### config.mk
export PLATFORM = sky130hd
export DESIGN_NAME = pili_monitor
export DESIGN_NICKNAME = d
export VERILOG_FILES = /design/src/rtl/pili_monitor_pkg.sv /design/src/rtl/pili_monitor_seg7_decode.sv /design/src/rtl/pili_monitor.sv
export SDC_FILE = /design/constraint.sdc
export NUM_CORES = 1
export LEC_CHECK = 0
export CORE_MARGIN = 2
export CORE_UTILIZATION = 28
export CTS_CLUSTER_DIAMETER = 80
export DETAILED_ROUTE_END_ITERATION = 12
export HOLD_SLACK_MARGIN = 0.1
export PLACE_DENSITY_LB_ADDON = 0.25
export SETUP_SLACK_MARGIN = 0.3
export SLEW_MARGIN = 10
export SYNTH_ARGS = -nofsm -noshare
export SYNTH_HDL_FRONTEND = slang
export SYNTH_SLANG_ARGS = --single-unit
export TNS_END_PERCENT = 50
### constraint.sdc
create_clock -name Clk -period 5 [get_ports Clk]
set_input_delay 0.75 -clock Clk [delete_from_list [all_inputs] [get_ports Clk]]
set_output_delay 0.75 -clock Clk [all_outputs]
set_load 0.03 [all_outputs]
### src/rtl/pili_monitor_pkg.sv
// Shared types and constants for the pili_2 wrap/flag monitor and its 7-segment display.
// Latency: n/a (declarations only).  Backpressure: n/a.
package pili_monitor_pkg;

    typedef logic [3:0] bcd_t;

    localparam logic [1:0] AN_ONES = 2'b01;
    localparam logic [1:0] AN_TENS = 2'b10;

    // Segment order is gfedcba, active-high.
    localparam logic [6:0] SEG_0 = 7'b0111111;
    localparam logic [6:0] SEG_1 = 7'b0000110;
    localparam logic [6:0] SEG_2 = 7'b1011011;
    localparam logic [6:0] SEG_3 = 7'b1001111;
    localparam logic [6:0] SEG_4 = 7'b1100110;
    localparam logic [6:0] SEG_5 = 7'b1101101;
    localparam logic [6:0] SEG_6 = 7'b1111101;
    localparam logic [6:0] SEG_7 = 7'b0000111;
    localparam logic [6:0] SEG_8 = 7'b1111111;
    localparam logic [6:0] SEG_9 = 7'b1101111;
    localparam logic [6:0] SEG_A = 7'b1110111;
    localparam logic [6:0] SEG_B = 7'b1111100;
    localparam logic [6:0] SEG_C = 7'b0111001;
    localparam logic [6:0] SEG_D = 7'b1011110;
    localparam logic [6:0] SEG_E = 7'b1111001;
    localparam logic [6:0] SEG_F = 7'b1110001;

    localparam logic [6:0] SEG_RST = SEG_0;

    // Two-digit BCD increment, rolling 99 over to 00.
    function automatic logic [7:0] bcd2_inc(input logic [7:0] v);
        bcd_t tens;
        bcd_t ones;
        tens = v[7:4];
        ones = v[3:0];
        if (ones == 4'd9) begin
            if (tens == 4'd9) begin
                return 8'h00;
            end
            return {tens + 4'd1, 4'd0};
        end
        return {tens, ones + 4'd1};
    endfunction

endpackage

### src/rtl/pili_monitor_seg7_decode.sv
// Hex nibble to gfedcba segment pattern.
// Latency: combinational.  Backpressure: none.
module seg7_decode
    import pili_monitor_pkg::*;
(
    input  logic [3:0] hex,
    output logic [6:0] seg
);

    always_comb begin
        seg = SEG_0;
        case (hex)
            4'h0: seg = SEG_0;
            4'h1: seg = SEG_1;
            4'h2: seg = SEG_2;
            4'h3: seg = SEG_3;
            4'h4: seg = SEG_4;
            4'h5: seg = SEG_5;
            4'h6: seg = SEG_6;
            4'h7: seg = SEG_7;
            4'h8: seg = SEG_8;
            4'h9: seg = SEG_9;
            4'hA: seg = SEG_A;
            4'hB: seg = SEG_B;
            4'hC: seg = SEG_C;
            4'hD: seg = SEG_D;
            4'hE: seg = SEG_E;
            4'hF: seg = SEG_F;
            default: seg = SEG_0;
        endcase
    end

endmodule

### src/rtl/pili_monitor.sv
// Monitors a pili_2 counter: wrap pulses, BCD wrap count, sticky flags, optional step check (PILI_MONITOR_ERRCHK_EN), 2-digit scan.
// Latency: 1 cycle from sample to Wrap/CycCnt/FlagSeen/Err.  Backpressure: none, samples every cycle.
module pili_monitor
    import pili_monitor_pkg::*;
#(
    parameter int SCAN_DIV = 4
) (
    input  logic       Clk,
    input  logic       Clr,
    input  logic [3:0] Q,
    input  logic       A,
    input  logic       B,
    input  logic       C,
    input  logic       D,
    input  logic       E,
    input  logic       F,
    output logic       Wrap,
    output logic [7:0] CycCnt,
    output logic [5:0] FlagSeen,
    output logic       Err,
    output logic [3:0] ErrQ,
    output logic [6:0] Seg,
    output logic [1:0] An
);

    localparam logic [7:0] DIV_LAST = 8'(SCAN_DIV - 1);

    logic [3:0] qd;
    logic       valid;
    logic [7:0] div;
    logic       wrap_det;
    logic       scan_edge;
    bcd_t       dig_nxt;
    logic [6:0] seg_nxt;

    assign wrap_det  = valid && (qd == 4'hF) && (Q == 4'h0);
    assign scan_edge = (div == DIV_LAST);
    // Digit for the slot about to start: the one An swaps to.
    assign dig_nxt   = (An == AN_ONES) ? CycCnt[7:4] : CycCnt[3:0];

    seg7_decode u_seg7 (
        .hex (dig_nxt),
        .seg (seg_nxt)
    );

    always_ff @(posedge Clk) begin
        if (Clr) begin
            qd       <= 4'd0;
            valid    <= 1'b0;
            Wrap     <= 1'b0;
            CycCnt   <= 8'h00;
            FlagSeen <= 6'd0;
            div      <= 8'd0;
            An       <= AN_ONES;
            Seg      <= SEG_RST;
        end else begin
            qd       <= Q;
            valid    <= 1'b1;
            Wrap     <= wrap_det;
            if (wrap_det) begin
                CycCnt <= bcd2_inc(CycCnt);
            end
            FlagSeen <= FlagSeen | {F, E, D, C, B, A};
            if (scan_edge) begin
                div <= 8'd0;
                An  <= ~An;
                Seg <= seg_nxt;
            end else begin
                div <= div + 8'd1;
            end
        end
    end

`ifdef PILI_MONITOR_ERRCHK_EN
    logic step_bad;

    assign step_bad = valid && (Q != qd) && (Q != qd + 4'd1);

    // Only the first illegal value is kept; Err gates further captures.
    always_ff @(posedge Clk) begin
        if (Clr) begin
            Err  <= 1'b0;
            ErrQ <= 4'd0;
        end else if (step_bad && !Err) begin
            Err  <= 1'b1;
            ErrQ <= Q;
        end
    end
`else
    assign Err  = 1'b0;
    assign ErrQ = 4'd0;
`endif

endmodule

Yosys cells after proc, flatten, opt, wreduce, memory -nomap -nowiden
Memories as Yosys holds them, arrays and structs flattened. A register that Yosys moved wholly into a read port is not among the register bits.
Index checks and enable logic that the tools add are counted.
- register bits after elaboration: 30
- memory bits (read-only): 112
- input port bits: 12
- output and inout port bits: 29
- word-level logic and storage cells: 37
- memories kept: 1
- memory list (memory ; depth ; width ; read ports ; clocked after memory_dff ; wr ports ; RTL line ; RTL):
    (no name shown) ; 16 ; 7 ; 1 ; 1 ; 0 ; pili_monitor_seg7_decode.sv:12 ; case (hex)
- $add $sub $neg: 3
- eq/ne operators: 5
- mux-type cells: 13
- bitwise logic cells: 2
- reduce and logical (&&, ||, !) cells: 5
- operator list (kind ; count):
    two-way mux 8 bit ; 3
    equality test 4 bit (second input constant) ; 3
    adder 4 x 1 -> 4 bit (second input constant) ; 2
    adder 8 x 1 -> 8 bit (second input constant) ; 1
    equality test 8 x 2 -> 1 bit (second input constant) ; 1
    two-way mux 1 bit ; 8
    two-way mux 4 bit ; 2
    bitwise OR 6 bit ; 1
    zero test 4 bit ; 1
    equality test 2 x 1 -> 1 bit (second input constant) ; 1
    logical AND 1 bit ; 2
    inverter 2 bit ; 1
    AND reduction 2 bit ; 1
    OR reduction 2 bit ; 1

Logic depth before layout (Yosys ltp)
Gate-level depths: netlist (run 1).
- word-level depth: 8
- gate-level depth with buffers: 9
- depth with buffers taken out: 8

By module
A second synthesis (run 1) with hierarchy kept.
- cells, all modules: 188
- area, all modules: 1769.2 um2
- modules (own cells, without submodules) (module ; instances ; cells each ; area an instance (um2) ; seq. area each (um2)):
    pili_monitor ; 1 ; 155 ; 1481.4 ; 740.7
    seg7_decode ; 1 ; 33 ; 287.8 ; 0.0

Least setup slack after synthesis (run 1)
No wires, ideal clock.
- path type: reg-to-reg
- start: register An[1]
- end: register Seg[6]
- arrival time: 2.326 ns
- required time: 4.929 ns
- setup slack: 2.603 ns
- stages on the path, launching flop included: 9
- buffers on the path: 1
- path through: dfxtp_1 nand2b_1 buf_4 mux2i_1 inv_1 ha_1 mux2_2 a221o_1 a21oi_1
- cells in the longest elaborated chain, start to end: 2
- RTL lines (element ; RTL line ; RTL):
    start, declared ; pili_monitor.sv:23 ; output logic [1:0] An
    start signal, assigned ; pili_monitor.sv:66 ; An <= ~An;
    equality test 2 x 1 -> 1 bit ; pili_monitor.sv:39 ; assign dig_nxt = (An == AN_ONES) ? CycCnt[7:4] : CycCnt[3:0];
    two-way mux 4 bit ; pili_monitor.sv:39 ;
    end, declared ; pili_monitor.sv:22 ; output logic [6:0] Seg,
Every way passes these cells.
A chain may end at the register's enable or synchronous reset.

Final worst setup path (run 1)
Same ends and word-level chain as after synthesis.

==> summary.txt, run 1 <==
Outcome
  • Outcome: finished clean

Cells and area
  • # diodes: 0
  • Nets@finish: 248
  • Synth-to-Final Area Change: 30.5%
  • Layout cells sized above 1: 6.55%
  • Post-layout util: 37.9%
  • Non-filler instance count after layout: 304
  • Most common cell after layout, fill and taps aside: sky130_fd_sc_hd__dfxtp_1
  • # fillers: 625
  • Most frequent cells in the layout: sky130_fd_sc_hd__dfxtp_1, sky130_fd_sc_hd__clkdlybuf4s50_1, sky130_fd_sc_hd__nor2_1, sky130_fd_sc_hd__a21oi_1, sky130_fd_sc_hd__mux2i_1

Synth
  • Post-synth top flop: sky130_fd_sc_hd__dfxtp_1
  • Count of flip-flops with a built-in enable after synthesis: 0
  • Average instance area after synthesis: 9.05 µm²
  • Netlist area before placement: 0.00173 mm²
  • Top-area cell type share of the netlist area: 42.8%
  • Synth area leaders: sky130_fd_sc_hd__dfxtp_1, sky130_fd_sc_hd__nor2_1, sky130_fd_sc_hd__ha_1
  • Count of unique library cells instantiated by Yosys: 34
  • Mapped Cells: 191
  • Async SR Flop Fraction: 0%
  • Number of synthesized register bits: 37
  • Warnings from Yosys: 0
  • Share of the yosys chip area belonging to registers: 42.8%
  • Most area-hungry cell type in the Yosys netlist: sky130_fd_sc_hd__dfxtp_1

Route
  • Iteration count of the initial detailed-routing pass: 4
  • Antenna viol nets, final: 0
  • Final wirelength: 3440 µm
  • Total DRC errors in the routed layout: 0
  • Total vias in the final route: 1344
  • Number of design-rule violations left by the first detailed-router iteration: 33
  • Detailed-route wire length per cell: 11.3 µm
  • Drt via density: 4.42

Flow run
  • Reported max-cap violation count: 0

Clocking
  • CTS H-tree lvls: 2
  • Post-cts repair resize count: 0
  • Number of buffers added by the clock tree synthesis step: 5
  • Setup fix buffers added after clock tree synthesis: 0
  • Hold-fix buffers at CTS: 0
  • Clock insertion delay at the later pin of the skew report: 0.28 ns
  • Maximum number of buffers from clock root to sink: 2
  • Total clock sinks: 37
  • Clock Root Buffer: sky130_fd_sc_hd__clkbuf_8
  • Clock-pin transition on the worst setup and hold timing paths: 0.07 ns
  • Clock tree from TritonCTS: yes

Global routing
  • Antenna violations before repair: 0
  • Congestion Overflow GR: 0
  • GRT Resource Usage Total: 11.4%
  • Maximum number of pins on one net before global-route repair: 32
  • Number of global-route vias before repair: 1284
  • First-pass GRT wire length: 5980 µm

STA
  • Share of the clock period used by the worst path after layout: 54.0%
  • Hold slack final: 0.465 ns
  • Setup TNS Final: 0 ns
  • Final Hold Violating Endpoints: 0
  • Unrepaired setup endpoints after global routing: no
  • Worst-margin pin slew: 0.676 ns
  • Shortest clock period the worst path allows after layout: 2.70 ns
  • Setup violations, final: 0
  • Worst clock skew: 0.00734 ns
  • Max-slew violation count: 0
  • Max-slew headroom at the worst pin: 54.8%
  • Max frequency: 370 MHz

Critical path
  • Reg-to-reg endpoint: Seg[6]$_SDFFE_PP0N_
  • CP cell instances: nand2b_1 > mux2i_1 > inv_1 > ha_1 > mux2_2 > a221o_1 > a21oi_1
  • CP max stage delay: 0.62 ns
  • Critical-path cell with the highest stage delay: sky130_fd_sc_hd__mux2i_1
  • Startpoint type of the worst setup path: register
  • Number of cells on the worst reg-to-reg path: 7
  • Register-to-register setup slack: 2.30 ns
  • Classification of the worst setup path: reg -> reg
  • Arrival time worst endpoint: 2.92 ns
  • Worst Path Max Fanout: 10
  • CP endpoint kind: register
  • Required time at the worst-slack endpoint: 5.22 ns
  • R2R Path Start: An[1]$_SDFFE_PP0N_
  • Crit path to: Seg[6]$_SDFFE_PP0N_
  • Source of the critical timing path: An[1]$_SDFFE_PP0N_

Die
  • Placeable Area: 0.00596 mm²
  • Die area: 0.00682 mm²
  • Height of the die: 82.6 µm
  • Standard-cell rows: 28
  • Starting density of the core: 29.0%
  • I/O Pins: 41
  • Die W: 82.6 µm

Power
  • Static leakage power: 0.870 nW
  • Peak supply drop: 0.157 mV
  • Total power: 663 µW
  • Power per unit of standard cell area: 294 mW/mm²

Placement
  • Quantity of I/O buffers inserted on ports: 35
  • Final HPWL from detailed placement: 2410 µm
  • Final RePlAce weighted congestion: 0.757
  • DP Cell Count: 296

Worst hold path
  • Path class of the lowest-slack min-delay path: reg -> reg
## layer usage
metal	up-vias	GRT usage (%)	part of all wire (%)
li1	716	-	-
met1	589	16.1	53
met3	4	3.59	6.0
met2	35	16.5	40
met4	0	3.44	0.93
met5	-	0	0
## worst max-delay path: cells and delay by family, from the launching register on
kind                       cells  cell delay (ns)
muxes                          2             0.89
and+or+nand+nor                1             0.48
AOI/OAI and AO/OA              2             0.46
DFF                            1             0.36
adders and majority gates      1             0.26
buffers and inverters          1             0.19
## area by class of cell
class | instances | area, µm² | area share [%]
multi-input combinational | 139 | 910 | 40.3
tap | 75 | 93.8 | 4.16
timing repair buffer | 36 | 358 | 15.9
inverter | 9 | 33.8 | 1.50
clock buffer | 6 | 82.6 | 3.66
clock inverter | 2 | 37.5 | 1.66
sequential | 37 | 741 | 32.8
## cells in the mapped netlist, types with 2 or more instances
library cell	n
sky130_fd_sc_hd__nor2_1	29
sky130_fd_sc_hd__nand3b_1	2
sky130_fd_sc_hd__ha_1	8
sky130_fd_sc_hd__nand3_1	9
sky130_fd_sc_hd__and3_1	3
sky130_fd_sc_hd__nor2b_1	7
sky130_fd_sc_hd__nand4_1	2
sky130_fd_sc_hd__a221oi_1	2
sky130_fd_sc_hd__buf_4	6
sky130_fd_sc_hd__mux2_2	2
sky130_fd_sc_hd__nand2b_1	5
sky130_fd_sc_hd__nand2_1	8
sky130_fd_sc_hd__or4_4	2
sky130_fd_sc_hd__nor3_1	2
sky130_fd_sc_hd__inv_1	9
sky130_fd_sc_hd__clkbuf_1	4
sky130_fd_sc_hd__mux2i_1	10
sky130_fd_sc_hd__xnor2_1	4
sky130_fd_sc_hd__o21ai_0	7
sky130_fd_sc_hd__dfxtp_1	37
sky130_fd_sc_hd__a21oi_1	11
sky130_fd_sc_hd__nor4_1	2
sky130_fd_sc_hd__xor2_1	8
sky130_fd_sc_hd__a211o_1	2
## stage by stage
stage	worst slack, ns	area, µm²
after floorplan	2.60	1740
after global placement	2.31	2140
after detailed placement	2.30	2140
after CTS	2.30	2260
after global routing	2.06	2260
final	2.30	2260
## cells by family (layout without fill, tap and decap cells)
logic type | Yosys count | after routing | synth area share [%]
simple gates | 75 | 75 | 22.1
flops | 37 | 37 | 42.8
compound gates | 26 | 26 | 9.12
buf+inv | 19 | 53 | 5.43
mux | 13 | 13 | 8.39
xor+xnor | 12 | 12 | 6.08
fa+ha+maj | 8 | 8 | 5.79
other cells | 1 | 5 | 0.217
## state kept, by name (all words and copies together), names as in the netlist
name / flops
valid: 1
Seg: 7
FlagSeen: 6
div: 8
An: 2
qd: 4
CycCnt: 8
Wrap: 1
## worst min path at each step
stage / from / endpoint / slack (ns) / cells after the start
2_1_floorplan: div[0]$_SDFF_PP0_ / div[0]$_SDFF_PP0_ / 0.44 / 1
3_3_place_gp: FlagSeen[4]$_SDFF_PP0_ / FlagSeen[4]$_SDFF_PP0_ / 0.44 / 2
3_5_place_dp: Seg[5]$_SDFFE_PP1N_ / Seg[5]$_SDFFE_PP1N_ / 0.45 / 1
4_1_cts: Seg[6]$_SDFFE_PP0N_ / Seg[6]$_SDFFE_PP0N_ / 0.47 / 2
5_1_grt: Seg[6]$_SDFFE_PP0N_ / Seg[6]$_SDFFE_PP0N_ / 0.49 / 2
6_report: Seg[6]$_SDFFE_PP0N_ / Seg[6]$_SDFFE_PP0N_ / 0.46 / 2
## power breakdown
group          internal, mW  total, mW  switching, mW
Sequential            0.307      0.315        0.00811
Clock                 0.162      0.268          0.106
Combinational        0.0346     0.0799         0.0453
Total                 0.504      0.663          0.159
(Power assumes the default switching activity.)
==> run 2: changes to the inputs <==
Clock period 5 ns to 2.6 ns, I/O delays scaled along.
==> summary.txt, run 2 (synthesis gave the netlist of run 1 again) <==
Outcome
  • Outcome: finished clean

Clocking
  • Post-cts repair resize count: 0 (unchanged)
  • Clock insertion delay at the later pin of the skew report: 0.28 ns (about the same)
  • CTS H-tree lvls: 2 (unchanged)
  • Total clock sinks: 37 (unchanged)
  • Hold-fix buffers at CTS: 0 (unchanged)
  • Setup fix buffers added after clock tree synthesis: 0 (unchanged)
  • Clock-pin transition on the worst setup and hold timing paths: 0.07 ns (about the same)
  • Number of buffers added by the clock tree synthesis step: 5 (unchanged)
  • Maximum number of buffers from clock root to sink: 2 (unchanged)
  • Clock Root Buffer: sky130_fd_sc_hd__clkbuf_8
  • Clock tree from TritonCTS: yes

Flow run
  • Reported max-cap violation count: 0 (unchanged)

STA
  • Worst clock skew: 0.00328 ns (-0.00405 ns)
  • Final Hold Violating Endpoints: 0 (unchanged)
  • Worst-margin pin slew: 0.509 ns (-0.168 ns)
  • Max-slew headroom at the worst pin: 65.1% (+10 points)
  • Shortest clock period the worst path allows after layout: 2.19 ns (-0.508 ns)
  • Setup TNS Final: 0 ns (unchanged)
  • Slack of the critical path: 0.408 ns (-1.89 ns)
  • Max frequency: 456 MHz (+23%)
  • Setup violations, final: 0 (unchanged)
  • Share of the clock period used by the worst path after layout: 84.3% (+30 points)
  • Unrepaired setup endpoints after global routing: no
  • Max-slew violation count: 0 (unchanged)

Critical path
  • Arrival time worst endpoint: 2.41 ns (-0.51 ns)
  • Required time at the worst-slack endpoint: 2.82 ns (-2.40 ns)
  • CP endpoint kind: register
  • Number of cells on the worst reg-to-reg path: 7 (unchanged)
  • R2R Path Start: An[1]$_SDFFE_PP0N_
  • Startpoint type of the worst setup path: register
  • Worst Path Max Fanout: 7 (-3)
  • Classification of the worst setup path: reg -> reg
  • Source of the critical timing path: An[1]$_SDFFE_PP0N_

Die
  • Die area: 0.00682 mm² (unchanged)
  • I/O Pins: 41 (unchanged)
  • Starting density of the core: 29.0% (unchanged)
  • Die W: 82.6 µm (unchanged)
  • Standard-cell rows: 28 (unchanged)
  • Height of the die: 82.6 µm (unchanged)
  • Placeable Area: 0.00596 mm² (unchanged)

Cells and area
  • Leading registers by flop count: CycCnt (8), div (8), Seg (7)
  • Synth-to-Final Area Change: 30.5% (about the same)
  • Most frequent cells in the layout: sky130_fd_sc_hd__dfxtp_1, sky130_fd_sc_hd__clkdlybuf4s50_1, sky130_fd_sc_hd__nor2_1, sky130_fd_sc_hd__a21oi_1
  • Layout cells sized above 1: 9.01% (+2.5 points)
  • Nets@finish: 252 (+1.6%)
  • Most common cell after layout, fill and taps aside: sky130_fd_sc_hd__dfxtp_1
  • # diodes: 0 (unchanged)

Placement
  • Final RePlAce weighted congestion: 0.735 (-2.8%)
  • Setup slack at placement: 0.268 ns (-2.03 ns)
  • Final HPWL from detailed placement: 2610 µm (+8.4%)
  • Quantity of I/O buffers inserted on ports: 35 (unchanged)

Power
  • Internal power component: 849 µW (+68%)
  • Share of total power in the clock network: 33.4% (-7.0 points)
  • Power per unit of standard cell area: 511 mW/mm² (+74%)
  • Peak supply drop: 0.298 mV (+90%)
  • Static leakage power: 0.876 nW (+0.76%)
  • Comb pwr share: 13.8% (+1.8 points)
  • Register share of total power: 52.8% (+5.3 points)
  • Switching pwr: 303 µW (+90%)
  • Switching fraction of total power: 26.3% (+2.3 points)

Route
  • Drt via density: 4.51 (+2.0%)
  • Total DRC errors in the routed layout: 0 (unchanged)
  • Antenna viol nets, final: 0 (unchanged)
  • Final wirelength: 3570 µm (+3.7%)
  • Total vias in the final route: 1389 (+3.3%)
  • Detailed-route wire length per cell: 11.6 µm (+2.3%)
  • Number of design-rule violations left by the first detailed-router iteration: 52 (+58%)
  • Iteration count of the initial detailed-routing pass: 4 (unchanged)

Global routing
  • Congestion Overflow GR: 0 (unchanged)
  • GRT Resource Usage Total: 11.9% (+0.44 points)
  • Maximum number of pins on one net before global-route repair: 19 (-41%)
  • Number of global-route vias before repair: 1328 (+3.4%)
  • First-pass GRT wire length: 6170 µm (+3.2%)
  • Antenna violations before repair: 0 (unchanged)

Worst hold path
  • Path class of the lowest-slack min-delay path: reg -> reg
  • Launch instance of the worst min-delay path: Seg[6]$_SDFFE_PP0N_
  • Count of cells along the worst hold path: 2 (unchanged)
==> run 2: metal layers <==
layer | wire length, µm | share of wire, % | track usage [%] | vias to the layer above
met5 | 0 | 0 | 0 | -
li1 | - | - | - | 722
met2 | 1600 | 45 | 17.7 | 37
met1 | 1720 | 48 | 15.7 | 626
met3 | 218 | 6.1 | 4.24 | 4
met4 | 33 | 0.92 | 4.26 | 0
==> run 2: worst paths after layout <==
path / end / slack, ns
worst min-delay path: Seg[6]$_SDFFE_PP0N_ / 0.46
worst min register to register: Seg[6]$_SDFFE_PP0N_ / 0.46
worst max register to register: Seg[6]$_SDFFE_PP0N_ / 0.41
worst max-delay path: Seg[6]$_SDFFE_PP0N_ / 0.41
==> run 2: critical path: stages, from the launching register on <==
cell	delay (ns)
sky130_fd_sc_hd__dfxtp_2	0.35
sky130_fd_sc_hd__nand2b_1	0.17
sky130_fd_sc_hd__mux2i_2	0.45
sky130_fd_sc_hd__inv_1	0.16
sky130_fd_sc_hd__ha_1	0.27
sky130_fd_sc_hd__mux2_2	0.27
sky130_fd_sc_hd__a221o_1	0.36
sky130_fd_sc_hd__a21oi_1	0.11
==> run 2: per-stage QoR <==
step	power, mW	util (%)	std cells	cell area, µm²	hold WS [ns]
final	1.15	37.9	308	2260	0.457
after global routing	1.22	37.9	308	2260	0.474
after CTS	1.17	37.9	308	2260	0.460
after detailed placement	0.783	36.5	300	2170	0.448
after global placement	0.781	36.5	300	2170	0.444
after floorplan	0.725	-	195	1750	0.437
==> run 2: final cells by class <==
cell class | count | area, µm²
clock buffer | 6 | 72.6
timing repair buffer | 40 | 388
tap | 75 | 93.8
sequential | 37 | 742
fill | 641 | 3700
clock inverter | 2 | 10.0
inverter | 9 | 33.8
multi-input combinational | 139 | 917
==> run 2: power by group through the flow <==
stage	Combinational, mW	Clock, mW	Sequential [mW]
floorplan	0.0767	0	0.648
global placement	0.160	0	0.621
detailed placement	0.161	0	0.621
CTS	0.162	0.399	0.608
global route	0.175	0.432	0.612
finish	0.159	0.385	0.608
